===== src/rtl/fifo_ptr_ctrl.sv =====
// rtl/fifo_ptr_ctrl.sv - single-clock FIFO pointer/flag controller for an external dual-port RAM
// Optional almost_full/almost_empty ports are enabled by defining FIFO_ALMOST_FLAGS_EN.
module fifo_ptr_ctrl #(
  parameter int ADDR_W   = 4,
  parameter int AF_LEVEL = 12,
  parameter int AE_LEVEL = 4
) (
  input  logic              clk,
  input  logic              rst,
  input  logic              wr_req,
  input  logic              rd_req,
  output logic              ram_we,
  output logic [ADDR_W-1:0] ram_waddr,
  output logic              ram_re,
  output logic [ADDR_W-1:0] ram_raddr,
  output logic              rd_valid,
  output logic              full,
  output logic              empty,
  output logic [ADDR_W:0]   count,
  output logic [ADDR_W:0]   wr_ptr_gray,
  output logic [ADDR_W:0]   rd_ptr_gray,
  output logic              overflow,
  output logic              underflow
`ifdef FIFO_ALMOST_FLAGS_EN
  ,
  output logic              almost_full,
  output logic              almost_empty
`endif
);

  localparam int PW = ADDR_W + 1;

  logic [PW-1:0] wr_ptr;
  logic [PW-1:0] rd_ptr;
  logic [PW-1:0] wr_ptr_nxt;
  logic [PW-1:0] rd_ptr_nxt;
  logic [PW-1:0] count_nxt;
  logic          full_nxt;
  logic          empty_nxt;

  // Accept decisions use only the registered flags, so the RAM strobes are glitch-free of the
  // pointer update in the same cycle.
  assign ram_we    = wr_req & ~full;
  assign ram_re    = rd_req & ~empty;
  assign ram_waddr = wr_ptr[ADDR_W-1:0];
  assign ram_raddr = rd_ptr[ADDR_W-1:0];

  always_comb begin
    wr_ptr_nxt = wr_ptr + PW'(ram_we);
    rd_ptr_nxt = rd_ptr + PW'(ram_re);
    count_nxt  = wr_ptr_nxt - rd_ptr_nxt;
    full_nxt   = (wr_ptr_nxt[ADDR_W] != rd_ptr_nxt[ADDR_W]) &&
                 (wr_ptr_nxt[ADDR_W-1:0] == rd_ptr_nxt[ADDR_W-1:0]);
    empty_nxt  = (wr_ptr_nxt == rd_ptr_nxt);
  end

  always_ff @(posedge clk or posedge rst) begin
    if (rst) begin
      wr_ptr      <= '0;
      rd_ptr      <= '0;
      count       <= '0;
      full        <= 1'b0;
      empty       <= 1'b1;
      wr_ptr_gray <= '0;
      rd_ptr_gray <= '0;
      rd_valid    <= 1'b0;
      overflow    <= 1'b0;
      underflow   <= 1'b0;
    end else begin
      wr_ptr      <= wr_ptr_nxt;
      rd_ptr      <= rd_ptr_nxt;
      count       <= count_nxt;
      full        <= full_nxt;
      empty       <= empty_nxt;
      wr_ptr_gray <= wr_ptr_nxt ^ (wr_ptr_nxt >> 1);
      rd_ptr_gray <= rd_ptr_nxt ^ (rd_ptr_nxt >> 1);
      rd_valid    <= ram_re;
      overflow    <= wr_req & full;
      underflow   <= rd_req & empty;
    end
  end

`ifdef FIFO_ALMOST_FLAGS_EN
  always_ff @(posedge clk or posedge rst) begin
    if (rst) begin
      almost_full  <= 1'b0;
      almost_empty <= 1'b1;
    end else begin
      almost_full  <= (count_nxt >= PW'(AF_LEVEL));
      almost_empty <= (count_nxt <= PW'(AE_LEVEL));
    end
  end
`endif

endmodule


===== config.mk =====
export PLATFORM = sky130hd
export DESIGN_NAME = fifo_ptr_ctrl
export DESIGN_NICKNAME = d
export VERILOG_FILES = /design/src/rtl/fifo_ptr_ctrl.sv
export SDC_FILE = /design/constraint.sdc
export NUM_CORES = 1
export LEC_CHECK = 0
export ABC_AREA = 1
export BUFFER_PORTS_ARGS = -buffer_cell sky130_fd_sc_hd__buf_2
export CELL_PAD_IN_SITES_DETAIL_PLACEMENT = 2
export CELL_PAD_IN_SITES_GLOBAL_PLACEMENT = 2
export CORE_MARGIN = 5
export CORE_UTILIZATION = 29
export CTS_CLUSTER_SIZE = 12
export DETAILED_ROUTE_END_ITERATION = 16
export PLACE_DENSITY = 0.72
export SYNTH_ARGS = -nofsm -noshare
export SYNTH_HDL_FRONTEND = slang
export SYNTH_SLANG_ARGS = --single-unit

===== constraint.sdc =====
create_clock -name clk -period 2.8 [get_ports clk]
set_input_delay 0.42 -clock clk [delete_from_list [all_inputs] [get_ports clk]]
set_output_delay 0.42 -clock clk [all_outputs]
set_load 0.01 [all_outputs]

* Word-level counts from Yosys, hierarchy flattened *
Index checks and enable logic that the tools add are counted.

storage, ports and cells
  register bits = 30
  bits of input ports = 4
  output and inout port bits = 30

operators by class
  add/sub/neg operators = 3
  equal/unequal tests = 3
  bitwise logic cells = 8
  reduce and logical (&&, ||, !) cells = 1

operators with widths
  cell                   count
  adder 5 x 1 -> 5 bit   2
  XOR 5 x 4 -> 5 bit     2
  equality test 5 bit    1
  subtractor 5 bit       1
  AND 1 bit              4
  equality test 4 bit    1
  NOT 1 bit              2
  logical AND 1 bit      1
  inequality test 1 bit  1

* Logic depth before layout (Yosys ltp) *
Gate-level depths: netlist of the first run.

  depth after elaboration = 5
  mapped depth = 14
  gate-level depth less buffers = 14

* Least setup slack after synthesis of the first run *
Ideal clock, no wire load.

  kind = input-to-reg
  start = input port rd_req
  end = register count[4]
  arrival = 2.015 ns
  data required time = 2.683 ns
  path slack = 0.668 ns
  stages = 13
  cells stage by stage = inv_1 > nor2_1 > ha_1 > ha_1 > xnor2_1 > ha_1 > inv_1 > nand2_1 > nand3_1 > nand3_1 > nand2_1 > nand2_1 > nand2_1

on the way
  longest elaborated chain between the ends = 3

ends and longest elaborated chain
  element               line  source
  start, declared       11    input logic rd_req,
  AND 1 bit             44    assign ram_re = rd_req & ~empty;
  via ram_re            14    output logic ram_re,
  adder 5 x 1 -> 5 bit  50    rd_ptr_nxt = rd_ptr + PW'(ram_re);
  subtractor 5 bit      51    count_nxt = wr_ptr_nxt - rd_ptr_nxt;
  via count_nxt[4]      37    logic [PW-1:0] count_nxt;
  end signal, assigned  72    count <= count_nxt;
  end, declared         19    output logic [ADDR_W:0] count,

The timed path passes the listed nets, and every way through them passes these cells.

* Worst setup path after layout of the first run *
  start = register empty
  end = register count[4]

on the way
  longest elaborated chain between the ends = 4

ends and longest elaborated chain
  element                 line  source
  start, declared         18    output logic empty,
  start signal, assigned  74    empty <= empty_nxt;
  NOT 1 bit               44
  AND 1 bit               44
  adder 5 x 1 -> 5 bit    50
  subtractor 5 bit        51
  via count_nxt[4]        37

The timed path passes the listed nets, and every way through them passes these cells.

==> results of run 1 <==
-- layer usage --
layer	GRT usage (%)	up-vias	wire length, um
met4	5.24	0	46
met1	13.2	465	1290
li1	-	440	-
met2	21.7	24	1730
met5	0	-	0
met3	3.07	4	154
-- layout make-up --
type	count	area, um2
clock buffer	3	41.3
inverter	19	71.3
sequential	28	702
clock inverter	1	30.0
fill	506	2740
multi-input combinational	73	502
timing repair buffer	34	173
tap	52	65.1
-- stage by stage --
step                hold slack [ns]  power [mW]  instance area, um2
floorplan                     0.485        1.71                1270
global placement              0.473        2.10                1510
finish                        0.184        2.49                1580
CTS                           0.202        2.55                1580
global route                  0.231        2.71                1580
detailed placement            0.480        2.19                1510
-- placed cells by master (no fill, tap or decap), drive strengths merged --
cell	Yosys	final
buf	0	34
bufinv	0	1
clkbuf	0	3
dfrtp	27	27
dfstp	1	1
ha	7	7
inv	19	19
nand2	33	33
nand3	8	8
nand4	3	3
nor2	7	7
xnor2	6	6
xor2	9	9
-- path summary, 6_finish.rpt --
kind	from	endpoint	slack, ns	depth (start not counted)
min	rst	full$_DFF_PP0_	0.18	3
max reg2reg	empty$_DFF_PP1_	count[4]$_DFF_PP0_	0.46	12
max	empty$_DFF_PP1_	count[4]$_DFF_PP0_	0.46	12
min in group clk	rd_req	underflow$_DFF_PP0_	0.33	3
min reg2reg	empty$_DFF_PP1_	underflow$_DFF_PP0_	0.50	2
max in group asynchronous	rst	empty$_DFF_PP1_	2.30	3
-- where the power goes --
group | switching, mW | internal [mW]
Combinational | 0.845 | 0.553
Sequential | 0.135 | 0.627
Clock | 0.138 | 0.192
Total | 1.12 | 1.37
-- worst register-to-register path, delay by kind of cell (launching register included) --
kind / cells / cell delay [ns]
flip-flops: 1 / 0.56
buffers and inverters: 1 / 0.05
AND/OR/NAND/NOR: 7 / 0.56
adder cells (fa/ha/maj): 3 / 0.79
XOR/XNOR: 1 / 0.28
-- cells by family after synthesis --
logic type / after synthesis / synth area share [%]
buf+inv: 19 / 5.59
fa+ha+maj: 7 / 6.87
flops: 28 / 55.1
xor+xnor: 15 / 12.4
simple gates: 51 / 20.1
-- flip-flops by register name (all words and copies together) (netlist names) --
name,flops
count,5
empty,1
full,1
overflow,1
rd_ptr,5
rd_ptr_gray,4
rd_valid,1
underflow,1
wr_ptr,5
wr_ptr_gray,4
==> metrics.md, run 1 <==
| Metric | Value |
|---|---|
| Syn Area/Cell | 10.6 um2 |
| IO Count | 34 |
| Max Fclk | 428 MHz |
| Post-synth top cells | 27 x dfrtp_1, 24 x nand2_1, 17 x inv_1 |
| Period utilization | 83.5% |
| Die footprint | 5820 um2 |
| Global-route wire length before repair | 5540 um |
| Clock root cell | clkbuf_8 |
| Largest fanout on the critical path | 4 |
| Layout cells sized above 1 | 35.4% |
| Final setup viols | 0 |
| Place WS | 0.356 ns |
| Peak supply drop | 0.000457 V |
| Crit path largest cell delay | 0.56 ns |
| # diodes | 0 |
| Die width | 76.3 um |
| Total number of vias | 933 |
| Largest delay share family, worst path | adder cells |
| Residual DRC | 0 |
| Hold buffer count at CTS | 0 |
| Layout area overhead | 24.2% |
| Die Y-Extent | 76.3 um |
| Synth cell types | 18 |
| Final core utilization | 36.6% |
| Max_cap viols | 0 |
| Count leader, synth | dfrtp_1 |
| Syn_nets | 131 |
| DRT Wirelength | 3220 um |
| Row Count | 24 |
| H-tree depth | 1 |
| Grt ovf | 0 |
| Post-route setup slack | 0.463 ns |
| Yosys Warn Count | 0 |
| Vias in the first global route | 1092 |
| Clock sinks | 28 |
| Max Buffers Root-to-Sink | 2 |
| RD Place Congestion | 0.748 |
| Core Region | 4320 um2 |
| Layout Skew | 0.00498 ns |
| Slowest cell on the critical path | dfstp_2 |
| Gr usage total | 12.0% |
| Post-CTS Resized | 0 |
| Ys async rst share | 100% |
| Top_reg_cell synth | dfrtp_1 |
| Final Hold Vio Count | 0 |
| Status | finished, final reports clean |
| Sequential area share after synthesis | 55.1% |
| CTS tree | yes |
| Port-buffer cells | 33 |
| Fin cells | 210 |
| Top cell type's share of synthesized area | 53.0% |
| DR pass1 iterations | 4 |
| Final Max Slew Viols | 0 |
| Fin crit period | 2.34 ns |
| Largest cells by area after synthesis | dfrtp_1 53%, nand2_1 7.1%, ha_1 6.9%, xor2_1 6.2%, inv_1 5.0% |
| NumNets Final | 170 |
| Initial antenna violation count | 0 |
| Post-DR vias/cell | 4.44 |
| Starting Density | 29.5% |
| WP data arrival | 2.52 ns |
| Area leader, netlist | dfrtp_1 |
| Largest net degree at the start of global routing | 29 |
| FF+latch count, synth | 28 |
| Worst Hold Class | in -> async |
| Synthesized area | 1270 um2 |
| Drt wl/cell | 15.3 um |
| Fin Setup TNS | 0 ns |
| Leakage power | 0.862 nW |
| CTS Buf Count | 3 |
| Worst-Margin Slew | 0.367 ns |
| RSZ-0062 raised after global routing | false |
| Worst skew pair latency | 0.29 ns |
| Iteration-0 DRC count of the detailed router | 18 |
| Pwr dens | 1570 nW/um2 |
| Clock transition at path regs | 0.10 ns |
| Crit Path Category | reg -> reg |
| Antenna Violating Nets Remaining | 0 |
| DP HPWL | 2510 um |
| Rel. slew slack | 75.5% |
| Worst Path Required | 2.98 ns |
| Cell total after placement | 206 |
| Crit path top cell by count | nand2_1 |
| Setup Buffers After CTS | 0 |
| Crit start category | register |
| Cells after Synth | 120 |
| Cells along the critical path | nor2_1 > ha_1 > ha_1 > xnor2_1 > ha_1 > inv_1 > nand2_1 > nand3_1 > nand3_1 > nand2_1 > nand2_1 > nand2_1 |
| Crit path buffers/inverters | 1 |
| Post-synth EDFFs | 0 |
| CP Capture Type | register |
Power figures use the tool's default switching activity.
==> run 2: changes to the inputs <==
- CORE_UTILIZATION: 29 -> 28
- PLACE_DENSITY: 0.72 -> 0.73
- clock period: 2.8 -> 1.9 ns (I/O delays scaled with it)
==> run 2 against run 1 <==
Against the previous run:
- power is 65% higher
- register-to-register slack worse by 0.44 ns
- cell count is 3.8% higher
- sequential power is 50% higher
- maximum frequency is 24% higher
- sequential cell count stayed put
- setup slack worse by 0.44 ns
- count of clock-buffer cells in the layout is 1 higher
- clock power is 3% higher
- worst hold slack worse by 0.12 ns
- via count is 1.4% higher
- critical path depth stayed put
==> metrics.md, run 2 (same netlist as run 1, synthesis figures left out) <==
| Metric | Value |
|---|---|
| Status | finished, final reports clean |
| Peak supply drop | 0.000763 V |
| Layout cells sized above 1 | 46.4% |
| CTS tree | yes |
| Final Max Slew Viols | 0 |
| Drt wl/cell | 14.7 um |
| Final instance area | 1720 um2 |
| Grt ovf | 0 |
| Fin Setup TNS | 0 ns |
| # diodes | 0 |
| FILL cells | 504 |
| Initial antenna violation count | 0 |
| Final Hold Vio Count | 0 |
| Worst skew pair latency | 0.28 ns |
| CP Capture Type | register |
| Iteration-0 DRC count of the detailed router | 14 |
| Rel. slew slack | 76.0% |
| Leakage power | 0.903 nW |
| DP HPWL | 2510 um |
| Crit Path Category | reg -> reg |
| Total number of vias | 946 |
| Largest fanout on the critical path | 3 |
| Worst Hold Class | in -> async |
| Die width | 77.5 um |
| Die Y-Extent | 77.5 um |
| Max Buffers Root-to-Sink | 2 |
| Max_cap viols | 0 |
| Layout area overhead | 34.6% |
| RD Place Congestion | 0.729 |
| Residual DRC | 0 |
| Fin crit period | 1.88 ns |
| Starting Density | 29.1% |
| Clock root cell | clkbuf_8 |
| Place WS | -0.0818 ns |
| Antenna Violating Nets Remaining | 0 |
| Clock transition at path regs | 0.09 ns |
| Total power | 4.10 mW |
| Max Fclk | 532 MHz |
| DRT Wirelength | 3200 um |
| IO Count | 34 |
| Post-route setup slack | 0.0191 ns |
| DR pass1 iterations | 2 |
| Global-route wire length before repair | 5730 um |
| Die footprint | 6000 um2 |
| Layout Skew | 0.00237 ns |
| Gr usage total | 11.8% |
| Worst-Margin Slew | 0.361 ns |
| Clock sinks | 28 |
| Port-buffer cells | 33 |
| Most common cell after layout, fill and taps aside | buf_2 |
| Fin cells | 218 |
| NumNets Final | 178 |
| Final setup viols | 0 |
| Pwr dens | 2390 nW/um2 |
| WP data arrival | 2.06 ns |
| H-tree depth | 1 |
| Core Region | 4380 um2 |
| Placed inst area | 1620 um2 |
| Biggest registers after layout | count (5), rd_ptr (5), wr_ptr (5) |
| Post-DR vias/cell | 4.34 |
| Largest net degree at the start of global routing | 29 |
| Most frequent cells in the layout | 33 x buf_2, 27 x dfrtp_1, 23 x nand2_1 |
| CTS Buf Count | 3 |
| RSZ-0062 raised after global routing | true |
| Cell total after placement | 211 |
| Worst Path Required | 2.08 ns |
| Vias in the first global route | 1133 |
| Row Count | 24 |
| Crit start category | register |
| Period utilization | 99.0% |
[run 2: cell types whose count changed in the layout (fill, tap and decap cells not counted), moves of 2 or more]
| cell | delta |
|---|---|
| xnor2_1 | -2 |
| ha_1 | -5 |
| nand3_2 | +2 |
| nor2_4 | +2 |
| nor2_1 | -3 |
| ha_4 | +3 |
| ha_2 | +2 |
| buf_4 | +8 |
| nand3_1 | -2 |
[run 2: metal layers]
metal  vias to the layer above  track usage [%]  share of wire (%)
met4                         0             3.78                1.3
met3                         5             3.01                6.2
li1                        457                -                  -
met2                        30             19.5                 50
met5                         -                0                  0
met1                       454             14.9                 43
[run 2: what timing repair did]
item	in CTS	in global routing
hold buffers	0	0
endpoints found under the setup margin	1	3
gates resized for setup	4	3
buffers inserted	3	0
pin swaps	5	4
endpoints found under the hold margin	0	0
[run 2: area by class of cell]
type	instances	area, um2	area share [%]
Sequential cell	28	702	40.9
Multi-Input combinational cell	73	601	35.0
Timing Repair Buffer	42	233	13.6
Inverter	19	71.3	4.15
Tap cell	52	65.1	3.79
Clock buffer	4	45.0	2.62
[run 2: report_power, final]
| group | total [mW] | switching [mW] | internal [mW] |
|---|---|---|---|
| clock | 0.339 | 0.188 | 0.151 |
| sequential | 1.14 | 0.221 | 0.924 |
| combinational | 2.61 | 1.39 | 1.23 |
[run 2: critical path: stages, from the launching register on]
cell	delay, ns
dfstp_2	0.57
nor2_4	0.05
ha_4	0.16
ha_4	0.29
xnor2_4	0.12
ha_2	0.19
inv_2	0.03
nand2_2	0.06
nand3_2	0.07
nand3_2	0.07
nand2_1	0.05
nand2_1	0.07
nand2_1	0.05
[run 2: path summary, 6_finish.rpt]
| check | cells past startpoint | endpoint | from | slack [ns] |
|---|---|---|---|---|
| setup reg to reg | 12 | count[4]$_DFF_PP0_ | empty$_DFF_PP1_ | 0.02 |
| max in group asynchronous | 3 | empty$_DFF_PP1_ | rst | 1.53 |
| setup / recovery | 12 | count[4]$_DFF_PP0_ | empty$_DFF_PP1_ | 0.02 |
| min in group clk | 3 | overflow$_DFF_PP0_ | wr_req | 0.21 |
| hold reg to reg | 1 | rd_valid$_DFF_PP0_ | empty$_DFF_PP1_ | 0.56 |
| hold / removal | 3 | full$_DFF_PP0_ | rst | 0.06 |
[run 2: through the flow]
stage | hold WS [ns] | util [%]
after floorplan | 0.350 | -
after global placement | 0.369 | 36.8
after detailed placement | 0.393 | 36.8
after CTS | 0.0894 | 38.9
after global routing | 0.105 | 39.2
final | 0.0644 | 39.2
